### config.mk
export PLATFORM = sky130hd
export DESIGN_NAME = led_bank_arbiter
export DESIGN_NICKNAME = d
export VERILOG_FILES = /design/src/rtl/led_arb_pkg.sv /design/src/rtl/led_ms_tick.sv /design/src/rtl/led_bank_arbiter.sv
export SDC_FILE = /design/constraint.sdc
export NUM_CORES = 1
export LEC_CHECK = 0
export BUFFER_PORTS_ARGS = -buffer_cell sky130_fd_sc_hd__buf_2
export CORE_MARGIN = 2
export CORE_UTILIZATION = 37
export CTS_CLUSTER_DIAMETER = 150
export DETAILED_ROUTE_END_ITERATION = 16
export PLACE_DENSITY_LB_ADDON = 0.08
export SYNTH_ARGS = -nofsm -noshare
export SYNTH_HDL_FRONTEND = slang
export SYNTH_SLANG_ARGS = --single-unit
### constraint.sdc
create_clock -name clk -period 7.4 [get_ports clk]
set_input_delay 0.37 -clock clk [delete_from_list [all_inputs] [get_ports clk]]
set_output_delay 0.37 -clock clk [all_outputs]
set_load 0.005 [all_outputs]
### src/rtl/led_arb_pkg.sv
// rtl/led_arb_pkg.sv - shared states and timing constants for the LED bank arbiter
package led_arb_pkg;

    typedef enum logic [1:0] {
        IDLE   = 2'd0,
        HOLD   = 2'd1,
        GAP    = 2'd2,
        FROZEN = 2'd3
    } state_t;

    localparam int DEBOUNCE_MS = 20;

    function automatic int ms_cycles(input int clk_hz);
        return clk_hz / 1000;
    endfunction

endpackage

### src/rtl/led_ms_tick.sv
// rtl/led_ms_tick.sv - 1 ms prescaler with synchronous clear, emits a one-cycle tick
module led_ms_tick
    import led_arb_pkg::*;
#(
    parameter int CLK_HZ = 100000000
) (
    input  logic clk,
    input  logic reset_n,
    input  logic i_clr,
    output logic o_tick
);

    localparam int MS = ms_cycles(CLK_HZ);
    localparam int PW = (MS > 1) ? $clog2(MS) : 1;
    localparam logic [PW-1:0] LAST = PW'(MS - 1);

    logic [PW-1:0] r_cnt;

    always_ff @(posedge clk or negedge reset_n) begin
        if (!reset_n) begin
            r_cnt <= '0;
        end else if (i_clr || (r_cnt == LAST)) begin
            r_cnt <= '0;
        end else begin
            r_cnt <= r_cnt + 1'b1;
        end
    end

    // Tick depends only on the register so the clear path cannot loop back into it.
    assign o_tick = (r_cnt == LAST);

endmodule

### src/rtl/led_bank_arbiter.sv
// rtl/led_bank_arbiter.sv - round-robin owner of one 4-LED bank; LED_ARB_DEBOUNCE_EN adds switch debounce
module led_bank_arbiter
    import led_arb_pkg::*;
#(
    parameter int CLK_HZ  = 100000000,
    parameter int N_REQ   = 4,
    parameter int HOLD_MS = 500,
    parameter int GAP_MS  = 1000,
    parameter int CNT_W   = 32
) (
    input  logic                 clk,
    input  logic                 reset_n,
    input  logic [N_REQ-1:0]     req,
    input  logic [4*N_REQ-1:0]   pattern,
    input  logic                 switch,
    output logic [3:0]           led,
    output logic [N_REQ-1:0]     grant,
    output logic                 busy,
    output logic [CNT_W-1:0]     grant_count
);

    localparam int IDX_W   = $clog2(N_REQ);
    localparam int LIM_MAX = (HOLD_MS > GAP_MS) ? HOLD_MS : GAP_MS;
    localparam int MS_W    = $clog2(LIM_MAX + 1);
    localparam logic [MS_W-1:0]  HOLD_LIM = MS_W'(HOLD_MS);
    localparam logic [MS_W-1:0]  GAP_LIM  = MS_W'(GAP_MS);
    localparam logic [IDX_W:0]   N_WIDE   = (IDX_W+1)'(N_REQ);

    state_t                 r_state, w_state_next;
    logic [IDX_W-1:0]       r_winner, w_winner_next;
    logic [IDX_W-1:0]       r_rr_ptr, w_rr_next;
    logic [N_REQ-1:0]       r_grant, w_grant_next;
    logic [3:0]             r_led, w_led_next;
    logic [CNT_W-1:0]       r_count, w_count_next;
    logic [MS_W-1:0]        r_ms_cnt, w_ms_next, w_ms_lim;
    logic                   w_clr;
    logic                   w_tick;
    logic                   w_freeze;
    logic                   w_found;
    logic [IDX_W-1:0]       w_pick;
    logic [IDX_W:0]         w_sum;
    logic [IDX_W:0]         w_rr_inc;
    logic [3:0]             w_pats [N_REQ];

    for (genvar g = 0; g < N_REQ; g++) begin : g_pat
        assign w_pats[g] = pattern[4*g +: 4];
    end

    led_ms_tick #(
        .CLK_HZ (CLK_HZ)
    ) u_ms_tick (
        .clk     (clk),
        .reset_n (reset_n),
        .i_clr   (w_clr),
        .o_tick  (w_tick)
    );

`ifdef LED_ARB_DEBOUNCE_EN
    localparam int DB_W = $clog2(DEBOUNCE_MS + 1);
    localparam logic [DB_W-1:0] DB_LAST = DB_W'(DEBOUNCE_MS - 1);

    logic            r_sw_meta, r_sw_sync, r_freeze;
    logic [DB_W-1:0] r_db_cnt;

    // The freeze level only follows the synchronised switch after it has differed for DEBOUNCE_MS ticks.
    always_ff @(posedge clk or negedge reset_n) begin
        if (!reset_n) begin
            r_sw_meta <= 1'b0;
            r_sw_sync <= 1'b0;
            r_freeze  <= 1'b0;
            r_db_cnt  <= '0;
        end else begin
            r_sw_meta <= switch;
            r_sw_sync <= r_sw_meta;
            if (r_sw_sync == r_freeze) begin
                r_db_cnt <= '0;
            end else if (w_tick) begin
                if (r_db_cnt == DB_LAST) begin
                    r_freeze <= r_sw_sync;
                    r_db_cnt <= '0;
                end else begin
                    r_db_cnt <= r_db_cnt + 1'b1;
                end
            end
        end
    end

    assign w_freeze = r_freeze;
`else
    assign w_freeze = switch;
`endif

    // Round-robin search: descending scan so the smallest offset from rr_ptr wins.
    always_comb begin
        w_found = 1'b0;
        w_pick  = r_rr_ptr;
        w_sum   = '0;
        for (int k = N_REQ - 1; k >= 0; k--) begin
            w_sum = {1'b0, r_rr_ptr} + (IDX_W+1)'(k);
            if (w_sum >= N_WIDE) begin
                w_sum = w_sum - N_WIDE;
            end
            if (req[w_sum[IDX_W-1:0]]) begin
                w_found = 1'b1;
                w_pick  = w_sum[IDX_W-1:0];
            end
        end
    end

    assign w_rr_inc = {1'b0, r_winner} + 1'b1;

    always_comb begin
        w_state_next  = r_state;
        w_winner_next = r_winner;
        w_rr_next     = r_rr_ptr;
        w_grant_next  = r_grant;
        w_led_next    = r_led;
        w_count_next  = r_count;
        w_clr         = 1'b0;
        w_ms_lim      = (r_state == GAP) ? GAP_LIM : HOLD_LIM;
        w_ms_next     = (w_tick && (r_ms_cnt != w_ms_lim)) ? r_ms_cnt + 1'b1 : r_ms_cnt;

        if (w_freeze) begin
            w_state_next = FROZEN;
            w_grant_next = '0;
            w_led_next   = 4'd0;
            w_rr_next    = '0;
            // Clear only on entry so the prescaler keeps ticking while frozen.
            w_clr        = (r_state != FROZEN);
        end else begin
            case (r_state)
                IDLE: begin
                    w_led_next = 4'd0;
                    if (w_found) begin
                        w_state_next          = HOLD;
                        w_winner_next         = w_pick;
                        w_grant_next          = '0;
                        w_grant_next[w_pick]  = 1'b1;
                        w_led_next            = w_pats[w_pick];
                        w_clr                 = 1'b1;
                    end
                end
                HOLD: begin
                    if (!req[r_winner] ||
                        ((w_ms_next == HOLD_LIM) && |(req & ~r_grant))) begin
                        w_state_next = GAP;
                        w_grant_next = '0;
                        w_led_next   = 4'd0;
                        w_count_next = r_count + 1'b1;
                        w_rr_next    = (w_rr_inc >= N_WIDE) ? '0 : w_rr_inc[IDX_W-1:0];
                        w_clr        = 1'b1;
                    end else begin
                        w_led_next   = w_pats[r_winner];
                    end
                end
                GAP: begin
                    w_led_next = 4'd0;
                    if (w_ms_next == GAP_LIM) begin
                        w_state_next = IDLE;
                        w_clr        = 1'b1;
                    end
                end
                FROZEN: begin
                    w_state_next = IDLE;
                    w_clr        = 1'b1;
                end
                default: begin
                    w_state_next = IDLE;
                    w_grant_next = '0;
                    w_led_next   = 4'd0;
                end
            endcase
        end
    end

    always_ff @(posedge clk or negedge reset_n) begin
        if (!reset_n) begin
            r_state <= IDLE;
        end else begin
            r_state <= w_state_next;
        end
    end

    always_ff @(posedge clk or negedge reset_n) begin
        if (!reset_n) begin
            r_winner <= '0;
            r_rr_ptr <= '0;
            r_grant  <= '0;
            r_led    <= 4'd0;
            r_count  <= '0;
            r_ms_cnt <= '0;
        end else begin
            r_winner <= w_winner_next;
            r_rr_ptr <= w_rr_next;
            r_grant  <= w_grant_next;
            r_led    <= w_led_next;
            r_count  <= w_count_next;
            if (w_clr) begin
                r_ms_cnt <= '0;
            end else if ((r_state == HOLD) || (r_state == GAP)) begin
                r_ms_cnt <= w_ms_next;
            end
        end
    end

    assign led         = r_led;
    assign grant       = r_grant;
    assign busy        = (r_state == HOLD) || (r_state == GAP);
    assign grant_count = r_count;

endmodule

# Word-level counts from Yosys, hierarchy flattened
# Cells that the tools add are included.
word_totals:
  register_bits: 73
  word_cells: 125
  out_inout_bits: 41
  input_bits: 23
classes:
  n_reduce_logical: 19
  add_sub_neg: 11
  n_mux: 57
  n_eq_ne: 11
  bitwise_logic: 5
  n_lt_le_gt_ge: 14
op_table:
  columns: ["cell", "n"]
  rows:
  - ["$mux 10", 4]
  - ["$mux 4", 10]
  - ["$add 32x1->32 const B", 1]
  - ["$mux 2", 16]
  - ["$ge 3x3->1 const B", 6]
  - ["$lt 2x3->1 const B", 6]
  - ["$add 17x1->17 const B", 1]
  - ["$eq 17x17->1 const B", 1]
  - ["$mux 17", 1]
  - ["$bmux 4 s2", 2]
  - ["$mux 1", 14]
  - ["$pmux 4 s3", 1]
  - ["$reduce_and 3->1", 4]
  - ["$add 10x1->10 const B", 1]
  - ["$bmux 1 s2", 5]
  - ["$eq 10x10->1 const B", 1]
  - ["$eq 10x9->1 const B", 1]
  - ["$ne 10x10->1", 1]
  - ["$ne 3x3->1 const B", 3]
  - ["$pmux 2 s4", 1]
  - ["$pmux 4 s2", 1]
  - ["$sub 2x1->2 const B", 4]
  - ["$add 2x1->3 const B", 2]
  - ["$add 2x2->3 const B", 2]
  - ["20 further kinds", 28]

# Depth between registers and ports, before layout
# Gate-level depths: netlist (run 1).
logic_depth:
  depth_word: 16
  depth_mapped: 11
  ltp_nobuf: 10

# Hierarchy
# Synthesis (run 1) repeated with hierarchy kept, for this count alone.
unflattened:
  hier_cells: 444
  area_unflattened_um2: 4420.5
modules_own_cells:
  columns: ["module", "cells_each", "seq_area_each_um2", "n_inst", "area_each_um2"]
  rows:
  - ["led_bank_arbiter", 357, 1401.3, 1, 3572.2]
  - ["led_ms_tick", 87, 425.4, 1, 848.3]

# Least setup slack after synthesis (run 1)
# Ideal clock, no wire load.
synth_timing:
  path_type: "flip-flop to flip-flop"
  start: "reg r_state[0]"
  end: "reg u_ms_tick.r_cnt[11]"
  period_less_slack_ps: 2861
  stages_incl_launch_ff: 12
  path_buffers: 1
  slack_ps: 4539
  t_required_ps: 7262
  arrival_time_ps: 2723
  setup_time_ps: 138
  path_cell_list: "dfrtp_1 inv_1 ha_1 nor4bb_1 a2bb2oi_1 o21a_1 a211o_1 a221oi_4 a41oi_2 a221oi_4 buf_6 nor4_1"
synth_between:
  elab_chain_len: 13
  elab_cells_between_ends: 19
  classes_between: "eq/ne: 7; mux: 7; reduce/logical: 5"
synth_lines:
  columns: ["element", "line", "text"]
  rows:
  - ["start: declaration", "led_bank_arbiter.sv:29", "state_t r_state, w_state_next;"]
  - ["start signal: assignment", "led_bank_arbiter.sv:180", "r_state <= w_state_next;"]
  - ["$eq 2x2->1", "led_bank_arbiter.sv:120, led_bank_arbiter.sv:131", null]
  - ["$mux 10", "led_bank_arbiter.sv:120", "w_ms_lim = (r_state == GAP) ? GAP_LIM : HOLD_LIM;"]
  - ["$ne 10x10->1", "led_bank_arbiter.sv:121", "w_ms_next = (w_tick && (r_ms_cnt != w_ms_lim)) ? r_ms_cnt + 1'b1 : r_ms_cnt;"]
  - ["$logic_and 1x1->1", "led_bank_arbiter.sv:121", null]
  - ["$mux 10", "led_bank_arbiter.sv:121", null]
  - ["$eq 10x9->1", "led_bank_arbiter.sv:145", "((w_ms_next == HOLD_LIM) && |(req & ~r_grant))) begin"]
  - ["$logic_and 1x1->1", "led_bank_arbiter.sv:145", null]
  - ["$logic_or 1x1->1", "led_bank_arbiter.sv:144", "if (!req[r_winner] ||"]
  - ["$mux 1", "led_bank_arbiter.sv:144", null]
  - ["$pmux 1 s4", "led_bank_arbiter.sv:131", "case (r_state)"]
  - ["$mux 1 *", "led_bank_arbiter.sv:123", "if (w_freeze) begin"]
  - ["$logic_or 1x1->1 *", "led_ms_tick.sv:22", "end else if (i_clr || (r_cnt == LAST)) begin"]
  - ["$mux 17 *", "led_ms_tick.sv:22", null]
  - ["end signal: assignment", "led_ms_tick.sv:25", "r_cnt <= r_cnt + 1'b1;"]
  - ["end: declaration", "led_ms_tick.sv:17", "logic [PW-1:0] r_cnt;"]
# Mark *: on every way between the ends. The rest lies on a longest branch, timed or not.
# A chain may end at the register's enable or synchronous reset.

# Worst setup path in the final report (run 1)
layout_timing:
  start: "reg u_ms_tick.r_cnt[0]"
  end: "reg u_ms_tick.r_cnt[9]"
layout_between:
  elab_chain_len: 11
  elab_cells_between_ends: 14
  classes_between: "add/sub: 1; eq/ne: 3; mux: 6; reduce/logical: 4"
layout_lines:
  columns: ["element", "line"]
  rows:
  - ["$eq 17x17->1", "led_ms_tick.sv:22, led_ms_tick.sv:30"]
  - ["$logic_and 1x1->1", "led_bank_arbiter.sv:121"]
  - ["$mux 10", "led_bank_arbiter.sv:121"]
  - ["$eq 10x9->1", "led_bank_arbiter.sv:145"]
  - ["$logic_and 1x1->1", "led_bank_arbiter.sv:145"]
  - ["$logic_or 1x1->1", "led_bank_arbiter.sv:144"]
  - ["$mux 1", "led_bank_arbiter.sv:144"]
  - ["$pmux 1 s4", "led_bank_arbiter.sv:131"]
  - ["$mux 1", "led_bank_arbiter.sv:123"]
  - ["$logic_or 1x1->1", "led_ms_tick.sv:22"]
  - ["$mux 17 *", "led_ms_tick.sv:22"]
# Marked as above.

==> flow_summary.ini, run 1 <==
[cts]
cts_tree = yes
clk_latency_ns = 0.34
cts.repair.resized = 0
cts_root_buf = clkbuf_16
cts_max_level = 3
clkTransAtPathRegs_ns = 0.06
post-cts-setup-buffers = 0
cts_sinks = 73
postCtsHoldBufs = 0
cts_buffers = 9
cts_buffer_depth = 2

[synth]
ys_ff_latch = 73
synth_warnings = 0
synth-async-reset-ratio_pct = 100.0
synth_area_um2 = 4432
avgSynthCellArea_um2 = 9.719
synth_cells = 456
synthDistinctLibCells = 56
synth-edff-count = 0
seq_area_frac_synth_pct = 41.22
syn-num-nets = 488
synth-main-ff-cell = dfrtp_1

[detailed_routing]
num_vias = 3570
dr.pass1.iters = 4
wl_per_cell_um = 16.02
drc = 0
viasPerCell = 5.450
ant_nets = 0
drt-initial-drc-count = 227
drt-total-wl_mm = 10.50

[floorplan]
rows = 39
core-area_um2 = 11560
die-area_um2 = 12870
start_util_pct = 38.32
die_h_um = 113.4
ios = 64
die_w_um = 113.4

[layout]
antenna_cells = 0
final_cell_mix = 73 x dfrtp_1, 62 x buf_2, 36 x xor2_1
fillers = 1110
area_growth_pct = 16.40
seq_area_um2 = 1827
fin_area_um2 = 5159
multi_input_area_um2 = 2422
drive_gt1_share_pct = 20.70
final_common_cell = dfrtp_1
fin_nets = 540

[power]
p_per_area_nw_per_um2 = 265.2
peakVddDrop_uv = 162.7
total_power_w = 0.001368
p_leak_nw = 2.340

[global_route]
grt_util_met3_pct = 2.710
gr-max-usage-layer = met2
grt_pass1_wl_mm = 17.83
grt_pass1_vias = 3546
grt_use_met1_pct = 23.96
grtUsageTotal_pct = 17.31
antenna_found_initial = 0
grt_overflow_total = 0
grt_max_degree = 74
grt_util_met2_pct = 27.15

[sta]
tightest_slew_ns = 1.202
rsz0062_at_grt = no
fin_setup_tns_ns = 0
hold_slack_ns = 0.1571
timing.fmax_ghz = 0.2418
finClkSkew_ns = 0.006130
fin_ws_ns = 3.264
max_slew_margin_pct = 19.85
maxSlewViolCount = 0
period_needed_ns = 4.136
hold_viol_final = 0
setup_viol = 0
period_share_pct = 55.89

[critical_path]
worstPathRequired_ns = 7.56
critical_path_peak_fanout = 27
rr_worst_depth = 9
path_class = reg -> reg
cp_data_arrival_time_ns = 4.30
cp-end-kind = flop
cp.depth = 9
cp-startpoint = u_ms_tick.r_cnt[0]
regToRegSetupSlack_ns = 3.26
path_buf_inv = 0
crit_chain = ha_1, and4_1, and4_1, o21a_1, nand3_1, a221oi_4, a41oi_2, a221oi_4, nor4_1
crit_family = compound AO/OA/AOI/OAI gates
startpoint_type = flop
critPathMaxStageDelay_ns = 1.03
critPathSlowestCell = a221oi_4
r2r-start = u_ms_tick.r_cnt[0]

[placement]
placed_cell_area_um2 = 4847
dp_hpwl_mm = 7.204
io_buffers = 63
place_congestion = 0.8320
dpl_worst_slack_ns = 3.230

[min_path]
hp-class = in -> async

[job]
maxCapViolations = 0

[status]
status = completed
==> path summary, 6_finish.rpt <==
| check | to |
|---|---|
| setup reg to reg | u_ms_tick.r_cnt[9] |
| min in group clk | r_rr_ptr[1] |
| setup / recovery | u_ms_tick.r_cnt[9] |
| max in group asynchronous | grant_count[24] |
| hold / removal | grant_count[31] |
| hold reg to reg | grant_count[31] |
==> through the flow <==
| stage | utilization (%) | instances |
|---|---|---|
| after CTS | 44.61 | 655 |
| after detailed placement | 41.91 | 640 |
| after global routing | 44.61 | 655 |
| after floorplan | - | 456 |
| final | 44.61 | 655 |
| after global placement | 41.91 | 640 |
==> routing by layer <==
metal	part of all wire, %	vias up
met4	1.9	0
met1	50	1730
met3	2.6	11
met2	46	53
li1	-	1776
met5	0	-
==> synthesized netlist by cell type, drive strengths merged (2+ instances only) <==
master / count / area share [%]
a211o: 2 / 0.40
a211oi: 4 / 0.68
a21oi: 5 / 0.56
a221oi: 3 / 1.4
a31oi: 4 / 0.56
a32oi: 4 / 0.79
and2: 2 / 0.28
and3: 7 / 0.99
and4: 5 / 0.99
and4bb: 2 / 0.56
buf: 11 / 1.4
clkbuf: 15 / 1.3
dfrtp: 73 / 41
ha: 9 / 2.5
inv: 19 / 1.6
mux2: 4 / 1.0
mux2i: 3 / 0.68
mux4: 9 / 4.6
nand2: 30 / 2.5
nand3: 31 / 3.5
nand4: 13 / 1.8
nor2: 32 / 2.7
nor2b: 7 / 0.99
nor3: 28 / 3.3
nor3b: 3 / 0.51
nor4: 35 / 5.1
nor4b: 2 / 0.54
o21a: 4 / 0.68
o21ai: 9 / 1.0
o22ai: 2 / 0.28
o41ai: 2 / 0.40
or3: 5 / 0.71
or4: 2 / 0.34
or4b: 2 / 0.45
xnor2: 19 / 3.8
xor2: 36 / 7.1
==> power by group <==
part / total (W) / internal (W) / switching, W
logic: 0.000388 / 0.000157 / 0.000231
clock network: 0.000471 / 0.000302 / 0.000169
registers: 0.000508 / 0.000445 / 0.0000634
total: 0.00137 / 0.000904 / 0.000464
==> sequential cells by signal (all words and copies together) (netlist names) <==
| name | count |
|---|---|
| u_ms_tick.r_cnt | 17 |
| r_rr_ptr | 2 |
| r_ms_cnt | 10 |
| led | 4 |
| grant | 4 |
| r_winner | 2 |
| grant_count | 32 |
| r_state | 2 |
==> cell families (layout without fill, tap and decap cells) <==
group                      Yosys count  count (layout)  synth area share, %
and+or+nand+nor                    211             211                26.20
DFF                                 73              73                41.22
xor gates and xnor gates            55              55                10.87
AOI/OAI and AO/OA                   47              47                8.639
buffers and inverters               45             101                4.263
muxes                               16              16                6.268
adders and majority gates            9               9                2.541
==> layout make-up <==
class | instances | area share [%]
tap | 143 | 3.468
inverter | 19 | 1.382
clock buffer | 12 | 4.778
clock inverter | 3 | 1.261
timing repair buffer | 67 | 6.743
sequential | 73 | 35.41
multi-input combinational | 338 | 46.96
Note: power is estimated with default switching activity, not from simulation.
==> inputs of run 2 (changes only) <==
==> constraint.sdc (replaced) <==
create_clock -name clk -period 3.76 [get_ports clk]
set_input_delay 0.188 -clock clk [delete_from_list [all_inputs] [get_ports clk]]
set_output_delay 0.188 -clock clk [all_outputs]
set_load 0.005 [all_outputs]
==> run 2 against run 1 <==
The flow now finishes with violations (negative hold slack). Maximum frequency rose by 27%. Critical path depth grew 1. Sequential share of layout area fell by 0.15 points. Highest routed layer unchanged. Worst hold slack lost 0.16 ns. Global-route usage hardly changed. Via count up 2.5%.
==> flow_summary.ini, run 2 (synthesis gave the netlist of run 1 again) <==
[power]
peakVddDrop_uv = 258.8
p_per_area_nw_per_um2 = 519.0
p_leak_nw = 2.344

[cts]
cts_sinks = 73
cts_root_buf = clkbuf_16
cts_tree = yes
cts_max_level = 3
cts_buffer_depth = 2
postCtsHoldBufs = 0
clk_latency_ns = 0.34
cts_buffers = 9
post-cts-setup-buffers = 0
clkTransAtPathRegs_ns = 0.06

[detailed_routing]
wl_per_cell_um = 16.26
viasPerCell = 5.562
drt-initial-drc-count = 215
ant_nets = 0
drt-total-wl_mm = 10.70
drc = 0
num_vias = 3660
dr.pass1.iters = 4

[layout]
antenna_cells = 0
final_cells = 658
largest_reg_flops = 32
fin_area_um2 = 5181
fillers = 1150
final_cell_mix = 73 x dfrtp_1, 62 x buf_2, 36 x xor2_1
area_growth_pct = 16.91
final_common_cell = dfrtp_1
drive_gt1_share_pct = 21.36
fin_util_pct = 44.80
fin_nets = 542

[critical_path]
regToRegSetupSlack_ns = 0.50
reg2reg_to = u_ms_tick.r_cnt[12]
startpoint_type = flop
r2r-start = u_ms_tick.r_cnt[0]
cp-end-kind = flop
cp_data_arrival_time_ns = 3.47
worstPathRequired_ns = 3.96
path_class = reg -> reg
critical_path_peak_fanout = 27
rr_worst_depth = 10

[sta]
hold_slack_ns = -0.003790
period_share_pct = 86.75
rsz0062_at_grt = no
maxSlewViolCount = 0
max_slew_margin_pct = 35.91
tightest_slew_ns = 0.9614
setup_viol = 0
hold_viol_final = 2
finClkSkew_ns = 0.009043
fin_setup_tns_ns = 0
timing.fmax_ghz = 0.3066
period_needed_ns = 3.262

[floorplan]
ios = 64
rows = 39
die-area_um2 = 12870
die_h_um = 113.4
core-area_um2 = 11560
start_util_pct = 38.32
die_w_um = 113.4

[status]
status = complete, but fails checks
violations = negative hold slack

[global_route]
grtUsageTotal_pct = 17.33
grt_overflow_total = 0
grt_pass1_vias = 3521
antenna_found_initial = 0
grt_pass1_wl_mm = 17.88
grt_max_degree = 74

[placement]
dp.cells = 642
placed_cell_area_um2 = 4862
dp_hpwl_mm = 7.344
io_buffers = 63
place_congestion = 0.7649

[job]
maxCapViolations = 0

[min_path]
hp-class = in -> async
[run 2: worst max-delay path, cell delays in order, from the launching register on]
cell and delay [ns]:
dfrtp_1 0.38, ha_1 0.21, and4_1 0.31, and4_1 0.42, o21a_1 0.30, mux2i_1 0.16
nor3_2 0.33, a41oi_2 0.28, a221oi_4 0.27, buf_4 0.35, nor4_1 0.10
[run 2: final cells by class]
| cell class | count | area (um^2) | area share [%] |
|---|---|---|---|
| multi-input combinational | 338 | 2429 | 46.87 |
| clock buffer | 11 | 232.7 | 4.492 |
| clock inverter | 5 | 80.08 | 1.546 |
| timing repair buffer | 69 | 362.8 | 7.003 |
| sequential | 73 | 1827 | 35.26 |
| tap | 143 | 178.9 | 3.453 |
| inverter | 19 | 71.32 | 1.376 |
[run 2: how the worst max path moves through the flow]
stage                     endpoint  depth (start not counted)  slack [ns]          startpoint
2_1_floorplan  u_ms_tick.r_cnt[11]                         11        0.90          r_state[0]
3_3_place_gp                led[2]                          9        0.35  u_ms_tick.r_cnt[0]
3_5_place_dp                led[2]                          9        0.35  u_ms_tick.r_cnt[0]
4_1_cts                     led[2]                          9        0.32  u_ms_tick.r_cnt[0]
5_1_grt         u_ms_tick.r_cnt[8]                         10        0.21  u_ms_tick.r_cnt[0]
6_report       u_ms_tick.r_cnt[12]                         10        0.50  u_ms_tick.r_cnt[0]
[run 2: metal layers]
layer / up-vias / share of wire (%) / GRT usage [%]
met1: 1781 / 48 / 24.29
met3: 12 / 4.3 / 3.082
met5: - / 0 / 0
met2: 85 / 47 / 27.03
met4: 0 / 1.4 / 6.341
li1: 1782 / - / -
[run 2: per-stage QoR]
step | power [W] | worst slack, ns
2_1_floorplan | 0.001540 | 0.8990
3_3_place_gp | 0.001786 | 0.3513
3_5_place_dp | 0.001790 | 0.3451
4_1_cts | 0.002719 | 0.3163
5_1_grt | 0.002852 | 0.2116
6_report | 0.002689 | 0.4983
[run 2: timing repair]
item / 4_1_cts / 5_1_grt
endpoints found under the hold margin: 0 / 0
setup endpoints to repair: 0 / 3
gates resized for setup: 0 / 1
[run 2: report_power, final]
part / internal [W] / switching, W
clock network: 0.000580 / 0.000335
registers: 0.000875 / 0.000122
logic: 0.000316 / 0.000460
total: 0.00177 / 0.000917
==> inputs of run 3 (changes only) <==
--- a/config.mk
+++ b/config.mk
@@ -13,4 +13,5 @@
 export PLACE_DENSITY_LB_ADDON = 0.08
 export SYNTH_ARGS = -nofsm -noshare
 export SYNTH_HDL_FRONTEND = slang
+export SYNTH_HIERARCHICAL = 1
 export SYNTH_SLANG_ARGS = --single-unit
==> run 3 against run 2 <==
The run now ends clean. Clock power shrank 1%. Die area shrank 0.24%. Synthesized area shrank 0.25%. Critical path type unchanged.
==> flow_summary.ini, run 3 <==
[cts]
cts_buffer_depth = 2
cts_max_level = 3
cts_buffers = 9
cts_sinks = 73
clk_latency_ns = 0.34
post-cts-setup-buffers = 0
cts.repair.resized = 0
cts_root_buf = clkbuf_16
clkTransAtPathRegs_ns = 0.06
postCtsHoldBufs = 0
cts_tree = yes

[critical_path]
rr_worst_depth = 13
r2r-start = u_ms_tick/r_cnt[0]
cp-startpoint = u_ms_tick/r_cnt[0]
cp-end-kind = flop
path_buf_inv = 2
crit_chain = ha_1, nand4_1, nor4_2, buf_4, and4_1, nand3_1, xnor2_1, nor4_1, a21boi_4, o31ai_1, or2_1, buf_4, nor2_1
regToRegSetupSlack_ns = 0.32
worstPathRequired_ns = 3.98
reg2reg_to = u_ms_tick/r_cnt[13]
critPathSlowestCell = nor4_1
crit_family = simple AND/OR/NAND/NOR gates
critPathMaxStageDelay_ns = 0.45
cp_common_cell = buf_4
startpoint_type = flop
path_class = reg -> reg
cp_data_arrival_time_ns = 3.66
critical_path_peak_fanout = 16

[floorplan]
ios = 64
core-area_um2 = 11520
die_h_um = 113.3
rows = 39
die-area_um2 = 12840
start_util_pct = 38.39
die_w_um = 113.3

[detailed_routing]
drt-total-wl_mm = 10.20
wl_met1_mm = 5.043
viasPerCell = 5.378
drt-initial-drc-count = 161
ant_nets = 0
num_vias = 3490
wl_met2_mm = 4.659
wl_per_cell_um = 15.72
top_layer = met4
drc = 0
dr_wl_met3_um = 382
dr.pass1.iters = 4

[sta]
hold_viol_final = 0
period_share_pct = 91.52
tightest_slew_ns = 0.9599
period_needed_ns = 3.441
max_slew_margin_pct = 36.00
setup_viol = 0
fin_setup_tns_ns = 0
finClkSkew_ns = 0.006363
timing.fmax_ghz = 0.2906
maxSlewViolCount = 0
rsz0062_at_grt = no

[power]
total_power_w = 0.002675
comb_power_share_pct = 30.0
clockPowerShare_pct = 33.9
peakVddDrop_uv = 234.8
p_per_area_nw_per_um2 = 516.2
p_sw_share_pct = 34.08
switchingPower_w = 0.0009116
p_leak_nw = 2.378
p_seq_share_pct = 36.1
intPower_w = 0.001763

[synth]
synth_area_leader_cell = dfrtp_1
syn-num-nets = 476
synth_cells = 444
yosysMostFrequentCell = dfrtp_1
synth_top_cell_area_share_pct = 41.32
synth_area_um2 = 4420
synth-edff-count = 0
synthTopCellsByArea = dfrtp_1 41%, xor2_1 7.1%, mux4_2 4.6%
seq_area_frac_synth_pct = 41.32
synth-async-reset-ratio_pct = 100.0
synthDistinctLibCells = 59
synth-main-ff-cell = dfrtp_1
synthTopCellsByCount = 73 x dfrtp_1, 51 x nor2_1, 36 x xor2_1
synth_warnings = 6
avgSynthCellArea_um2 = 9.956
ys_ff_latch = 73

[global_route]
grt_pass1_wl_mm = 17.51
grt_overflow_total = 0
antenna_found_initial = 0
grtUsageTotal_pct = 16.94
grt_max_degree = 74
grt_pass1_vias = 3473

[status]
status = completed

[layout]
antenna_cells = 0
final_common_cell = dfrtp_1
fin_area_um2 = 5182
final_cell_mix = 73 x dfrtp_1, 62 x buf_2, 51 x nor2_1
area_growth_pct = 17.24
drive_gt1_share_pct = 23.52
fin_nets = 533
largest_reg_flops = 32

[job]
maxCapViolations = 0

[placement]
io_buffers = 63
place_congestion = 0.8067
dp_hpwl_mm = 7.057
placed_cell_area_um2 = 4865

[min_path]
hp-class = in -> async
-- run 3: cell count changes after synthesis, moves of 7 or more --
| cell | previous run | this run |
|---|---|---|
| nand3_1 | 31 | 19 |
| nor4_1 | 34 | 6 |
| nor4_2 | 1 | 8 |
| nand2_1 | 30 | 20 |
| nor2_1 | 32 | 51 |
-- run 3: layout make-up --
cell class | count | area, um^2
Fill cell | 1142 | 6334
Multi-Input combinational cell | 322 | 2379
Sequential cell | 73 | 1827
Timing Repair Buffer | 71 | 390.4
Clock buffer | 13 | 270.3
Tap cell | 143 | 178.9
Inverter | 24 | 90.09
Clock inverter | 3 | 47.55
-- run 3: worst max-delay path by stage --
stage	slack, ns	end	cells past startpoint
CTS	0.27	u_ms_tick/r_cnt[13]	13
global route	0.02	u_ms_tick/r_cnt[14]	13
detailed placement	0.29	u_ms_tick/r_cnt[11]	13
global placement	0.41	u_ms_tick/r_cnt[6]	13
floorplan	0.46	u_ms_tick/r_cnt[10]	14
finish	0.32	u_ms_tick/r_cnt[13]	13
-- run 3: power groups by stage --
| stage | combinational [W] | sequential (W) | clock (W) |
|---|---|---|---|
| finish | 0.000802 | 0.000967 | 0.000906 |
| global route | 0.000890 | 0.000979 | 0.000968 |
| CTS | 0.000814 | 0.000969 | 0.000931 |
| detailed placement | 0.000811 | 0.000982 | 0 |
| global placement | 0.000806 | 0.000978 | 0 |
| floorplan | 0.000585 | 0.000944 | 0 |
-- run 3: metal layers --
| metal | track usage [%] | vias to the layer above |
|---|---|---|
| li1 | - | 1719 |
| met1 | 23.10 | 1704 |
| met2 | 26.91 | 56 |
| met3 | 4.553 | 11 |
| met4 | 4.309 | 0 |
| met5 | 0 | - |
-- run 3: through the flow --
| stage | std cells | hold WS (ns) | worst slack, ns | utilization, % |
|---|---|---|---|---|
| after floorplan | 444 | -0.1076 | 0.4627 | - |
| after global placement | 633 | 0.4118 | 0.4076 | 42.24 |
| after detailed placement | 633 | 0.4162 | 0.2892 | 42.24 |
| after CTS | 649 | 0.04641 | 0.2694 | 45.00 |
| after global routing | 649 | 0.08685 | 0.02037 | 45.00 |
| final | 649 | 0.002193 | 0.3187 | 45.00 |
-- run 3: cells by family (layout without fill, tap and decap cells) --
kind of cell / after synthesis / in the layout / share of synthesized area (%)
xor gates and xnor gates: 56 / 56 / 11.10
buffers and inverters: 49 / 111 / 5.038
muxes: 15 / 15 / 6.029
DFF: 73 / 73 / 41.32
adders and majority gates: 9 / 9 / 2.547
and+or+nand+nor: 187 / 187 / 25.11
AOI/OAI and AO/OA: 55 / 55 / 8.859
-- run 3: worst reg2reg max path: cells and delay by family, from the launching register on --
family,cells,cell delay (ns)
adders and majority gates,1,0.22
and+or+nand+nor,7,1.61
buffers and inverters,2,0.42
xor gates and xnor gates,1,0.17
AOI/OAI and AO/OA,2,0.53
DFF,1,0.38
